<file path="src/rtl/data_mem_mmio.sv">
// Data-side memory for the single-cycle RV32 core: word RAM plus LED and
// compare-timer registers, combinational read, edge-triggered writes.
module data_mem_mmio #(
  parameter int unsigned DEPTH_WORDS = 64,
  parameter int unsigned LED_WIDTH   = 8
) (
  input  logic                 clk,
  input  logic                 reset,
  input  logic                 mem_write,
  input  logic [31:0]          addr,
  input  logic [31:0]          wdata,
  output logic [31:0]          rdata,
  output logic [LED_WIDTH-1:0] leds,
  output logic                 timer_irq,
  output logic                 misaligned
);

  localparam int unsigned AW = $clog2(DEPTH_WORDS);

  localparam logic [31:0] LED_ADDR    = 32'h0000_1000;
  localparam logic [31:0] TCOUNT_ADDR = 32'h0000_1004;
  localparam logic [31:0] TCMP_ADDR   = 32'h0000_1008;
  localparam logic [31:0] TCTRL_ADDR  = 32'h0000_100C;

  logic [31:0]   mem [DEPTH_WORDS];
  logic [AW-1:0] idx;

  logic [31:0] count_q;
  logic [31:0] cmp_q;
  logic        en_q;
  logic        autoreload_q;
  logic        irq_en_q;
  logic        flag_q;

  logic ram_hit, led_hit, count_hit, cmp_hit, ctrl_hit;
  logic we;
  logic match;

  // Address decode; the low two bits only gate alignment
  always_comb begin
    misaligned = (addr[1:0] != 2'b00);
    idx        = addr[AW+1:2];
    ram_hit    = (addr[31:AW+2] == '0);
    led_hit    = (addr[31:2] == LED_ADDR[31:2]);
    count_hit  = (addr[31:2] == TCOUNT_ADDR[31:2]);
    cmp_hit    = (addr[31:2] == TCMP_ADDR[31:2]);
    ctrl_hit   = (addr[31:2] == TCTRL_ADDR[31:2]);
    we         = mem_write & ~misaligned;
    match      = en_q & (count_q == cmp_q);
  end

  // Load data mux; misaligned or unmapped accesses read zero
  always_comb begin
    rdata = '0;
    if (!misaligned) begin
      if (ram_hit)        rdata = mem[idx];
      else if (led_hit)   rdata = 32'(leds);
      else if (count_hit) rdata = count_q;
      else if (cmp_hit)   rdata = cmp_q;
      else if (ctrl_hit)  rdata = {28'd0, flag_q, irq_en_q, autoreload_q, en_q};
    end
  end

  assign timer_irq = flag_q & irq_en_q;

  // Register and RAM update; RAM has no reset value but shares the block so
  // that stores are dropped while reset is held low
  always_ff @(posedge clk or negedge reset) begin
    if (!reset) begin
      leds         <= '0;
      count_q      <= '0;
      cmp_q        <= '0;
      en_q         <= 1'b0;
      autoreload_q <= 1'b0;
      irq_en_q     <= 1'b0;
      flag_q       <= 1'b0;
    end else begin
      if (we && ram_hit) mem[idx] <= wdata;
      if (we && led_hit) leds <= wdata[LED_WIDTH-1:0];

      // CPU write beats increment or reload
      if (we && count_hit)      count_q <= wdata;
      else if (match && autoreload_q) count_q <= '0;
      else if (en_q)            count_q <= count_q + 32'd1;

      // Match above used the old compare value
      if (we && cmp_hit) cmp_q <= wdata;

      // New EN takes effect from the next edge
      if (we && ctrl_hit) begin
        en_q         <= wdata[0];
        autoreload_q <= wdata[1];
        irq_en_q     <= wdata[2];
      end

      // Hardware set beats write-1-clear
      if (match)                      flag_q <= 1'b1;
      else if (we && ctrl_hit && wdata[3]) flag_q <= 1'b0;
    end
  end

endmodule

</file>
<file path="config.mk">
export PLATFORM = sky130hd
export DESIGN_NAME = data_mem_mmio
export DESIGN_NICKNAME = d
export VERILOG_FILES = /design/src/rtl/data_mem_mmio.sv
export SDC_FILE = /design/constraint.sdc
export NUM_CORES = 2
export LEC_CHECK = 0
export CAP_MARGIN = 15
export CORE_MARGIN = 2
export CORE_UTILIZATION = 34
export CTS_CLUSTER_SIZE = 24
export DETAILED_ROUTE_END_ITERATION = 8
export SLEW_MARGIN = 30
export SYNTH_ARGS = -nofsm -noshare
export SYNTH_HDL_FRONTEND = slang
export SYNTH_SLANG_ARGS = --single-unit
export TNS_END_PERCENT = 10
</file>
<file path="constraint.sdc">
create_clock -name clk -period 2.1 [get_ports clk]
set_input_delay 0.21 -clock clk [delete_from_list [all_inputs] [get_ports clk]]
set_output_delay 0.21 -clock clk [all_outputs]
set_load 0.01 [all_outputs]
</file>
==> results.sh <==
export IMPL_io_pins=109
export IMPL_start_kind="flop"
export IMPL_clk_pin_slew_worst_paths_ns=0.06
export IMPL_ir_drop_uv=818.9
export IMPL_clock_sinks=2124
export IMPL_grt_overflow=0
export IMPL_hpwl_mm=216.9
export IMPL_final_core_util=0.4425
export IMPL_synth_xor_area_frac=0.006615
export IMPL_yosys_most_used_dff="edfxtp_1"
export IMPL_rows=181
export IMPL_failed_checks="setup timing"
export IMPL_avgSynthCellArea_sq_um=17.35
export IMPL_cap_violations=0
export IMPL_fin_hold_ws_ns=0.02888
export IMPL_required_ns=1.89
export IMPL_grt_usage=0.2537
export IMPL_start_util=0.3423
export IMPL_final_net_count=5896
export IMPL_first_pass_iters=6
export IMPL_yosysTopAreaCell="edfxtp_1"
export IMPL_dr_first_iter_drc_count=9228
export IMPL_worst_pin_slew_ns=0.9790
export IMPL_yosys_mux_area_fraction=0.09194
export IMPL_fmax_mhz=281.5
export IMPL_timing_final_crit_period_ns=3.552
export IMPL_synth_fa_ha_area_frac=0.0001500
export IMPL_yosys_top_cells_area="edfxtp_1 (74%), mux2_2 (3.5%), mux4_2 (3.4%), o22ai_1 (2.4%), dfrtp_1 (2.3%)"
export IMPL_synthSimpleGateAreaFrac=0.03243
export IMPL_via_per_inst=5.993
export IMPL_first_global_vias=52700
export IMPL_final_hold_violation_count=0
export IMPL_num_vias=55275
export IMPL_yosysWarnings=0
export IMPL_die_h_um=499.3
export IMPL_drive_gt1_frac=0.3588
export IMPL_leakage_nw=35.85
export IMPL_setup_viol=32
export IMPL_synth_common_cells="edfxtp_1 (2048), o22ai_1 (318), mux2_2 (259)"
export IMPL_slew_headroom=0.3474
export IMPL_detail_route_wl_per_cell_um=35.20
export IMPL_grt_setup_unrepaired="true"
export IMPL_async_flop_share=0.03578
export IMPL_status="finished, violations left"
export IMPL_coreArea_sq_mm=0.2437
export IMPL_ys_ff_latch=2124
export IMPL_ant_nets=0
export IMPL_yosys_cell_types_count=70
export IMPL_cts_tree="done"
export IMPL_crit_type="reg -> out"
export IMPL_dp_slack_ns=-2.698
export IMPL_place_gp_congestion=0.9957
export IMPL_fin_crit_sh=1.692
export IMPL_cts_path_max_buffers=3
export IMPL_cp_data_arrival_time_ns=3.34
export IMPL_htreeDepth=4
export IMPL_syn_num_nets=4875
export IMPL_dieWidth_um=499.3
export IMPL_netlist_area_sq_mm=0.08341
export IMPL_synth_compound_area_share=0.08657
export IMPL_clk_latency_ns=0.88
export IMPL_synth_top_family_by_area="multiplexers"
export IMPL_synth_edf_count=2048
export IMPL_area_delta_synth_final_pct=29.28
export IMPL_worstPathMaxFanout=1
export IMPL_root_buffer="clkbuf_16"
export IMPL_netlist_instances=4807
export IMPL_synth_most_common_cell="edfxtp_1"
export IMPL_drc_errors=0
export IMPL_skew_ns=0.01784
export IMPL_slew_violations=0
export IMPL_seq_area_frac_synth=0.7601
export IMPL_die_area_sq_mm=0.2493
export IMPL_endpoint_kind="output pin"
export IMPL_routed_wirelength_mm=324.7
export IMPL_cts_buffers=214
export IMPL_grt_max_degree=69
export IMPL_antenna_found_initial=21
export IMPL_io_buffers=108
export IMPL_synth_top_area_share=0.7373
export IMPL_grt_pass1_wl_mm=440.6
export IMPL_powerDensity_mw_per_mm2=850.3
export IMPL_min_path_type="in -> async"
export IMPL_setup_slack_ns=-1.452
[sequential cells by signal, indices dropped and copies added (netlist names)]
name / cells
mem: 2048
cmp_q: 32
count_q: 32
leds: 8
autoreload_q: 1
en_q: 1
flag_q: 1
irq_en_q: 1
[worst paths after layout]
| path | from | end | slack (ns) | depth (start not counted) |
|---|---|---|---|---|
| hold reg to reg | leds[0] | leds[0] | 0.55 | 1 |
| hold / removal | reset | cmp_q[21] | 0.03 | 3 |
| setup / recovery | mem[16][15] | rdata[15] | -1.45 | 9 |
| max in group asynchronous | reset | leds[1] | 1.14 | 4 |
| setup reg to reg | count_q[7] | count_q[5] | 0.05 | 8 |
| min in group clk | wdata[16] | count_q[16] | 0.06 | 3 |
[critical path, cell delays in order (launching register included)]
cell and delay (ns):
edfxtp_1 0.32, mux2_4 0.17, o22ai_4 0.07, a221oi_4 0.43, buf_4 0.19, o32ai_4 0.12
or3_4 0.37, o32ai_4 0.49, buf_4 0.20, buf_6 0.10
[layer usage]
metal / global-route usage / up-vias / wire length, um
met5: 0 / - / 65
met2: 0.3726 / 4193 / 140600
met1: 0.3424 / 28610 / 120900
li1: - / 21704 / -
met4: 0.1285 / 10 / 19520
met3: 0.07350 / 758 / 43540
[cell usage in the layout, fill, tap and decap left out, types with 16 or more instances in the layout]
master         instances
nor2_1               154
o22ai_4               17
dlygate4sd2_1         18
nand2_1              191
xnor2_1               50
buf_6                 57
edfxtp_1            2048
clkbuf_1              50
buf_4                701
a21oi_2               39
mux2_2               237
o22ai_2               27
a22oi_1               43
mux4_2               127
clkbuf_16            221
o221ai_2              36
o21ai_1               31
mux2i_1              184
o22ai_1              274
o221ai_1             111
mux2_4                22
nand3_1               56
dfrtp_1               75
buf_2                 53
dlygate4sd3_1         31
nand4_1               25
nor2_4                76
buf_12               235
a211oi_1              20
clkinv_1              56
clkinv_2              38
a21oi_1              154
o21ai_0              103
o21ai_2               22
bufinv_16             20
a221oi_1              16
[where the power goes]
group / switching, mW / total (mW) / internal [mW]
Sequential: 0.0000000156 / 46.4 / 46.4
Combinational: 4.65 / 7.17 / 2.51
Clock: 16.7 / 38.1 / 21.4
[logic make-up (layout without fill, tap and decap cells)]
| family | count (synthesis) | count (layout) |
|---|---|---|
| multiplexers | 575 | 575 |
| adder cells (fa/ha/maj) | 1 | 1 |
| flip-flops | 2124 | 2124 |
| AO/OA/AOI/OAI | 1080 | 1080 |
| XOR/XNOR | 63 | 63 |
| AND/OR/NAND/NOR | 625 | 625 |
| buffers and inverters | 339 | 1544 |
| other | 0 | 10 |
[final cells by class]
class                      count  area, sq um
multi-input combinational   2344        21420
sequential                  2124        63400
timing repair buffer        1132        12010
clock inverter               133         1294
inverter                      12        52.55
fill                       21004       135900
clock buffer                 267         5618
tap                         3202         4006
antenna                       10        25.02
[per-stage QoR]
stage               TNS (ns)  cell area, sq um  total power [mW]  instances
global placement    -2493.16             97680             53.57       8786
global route          -34.06            107800             93.51       9215
floorplan            -615.54             84120             49.56       4807
finish                -32.89            107800             91.69       9224
CTS                   -32.73            107000             91.34       9203
detailed placement  -2514.90             97710             53.60       8787
[repair_timing]
action,4_1_cts,5_1_grt
pin swaps,156,80
endpoints found under the hold margin,1327,0
setup buffers,29,17
setup endpoints to repair,2149,583
cloned,4,3
hold buffers,31,0
gates resized for setup,621,141
No activity file was read; power rests on OpenSTA's default activity.
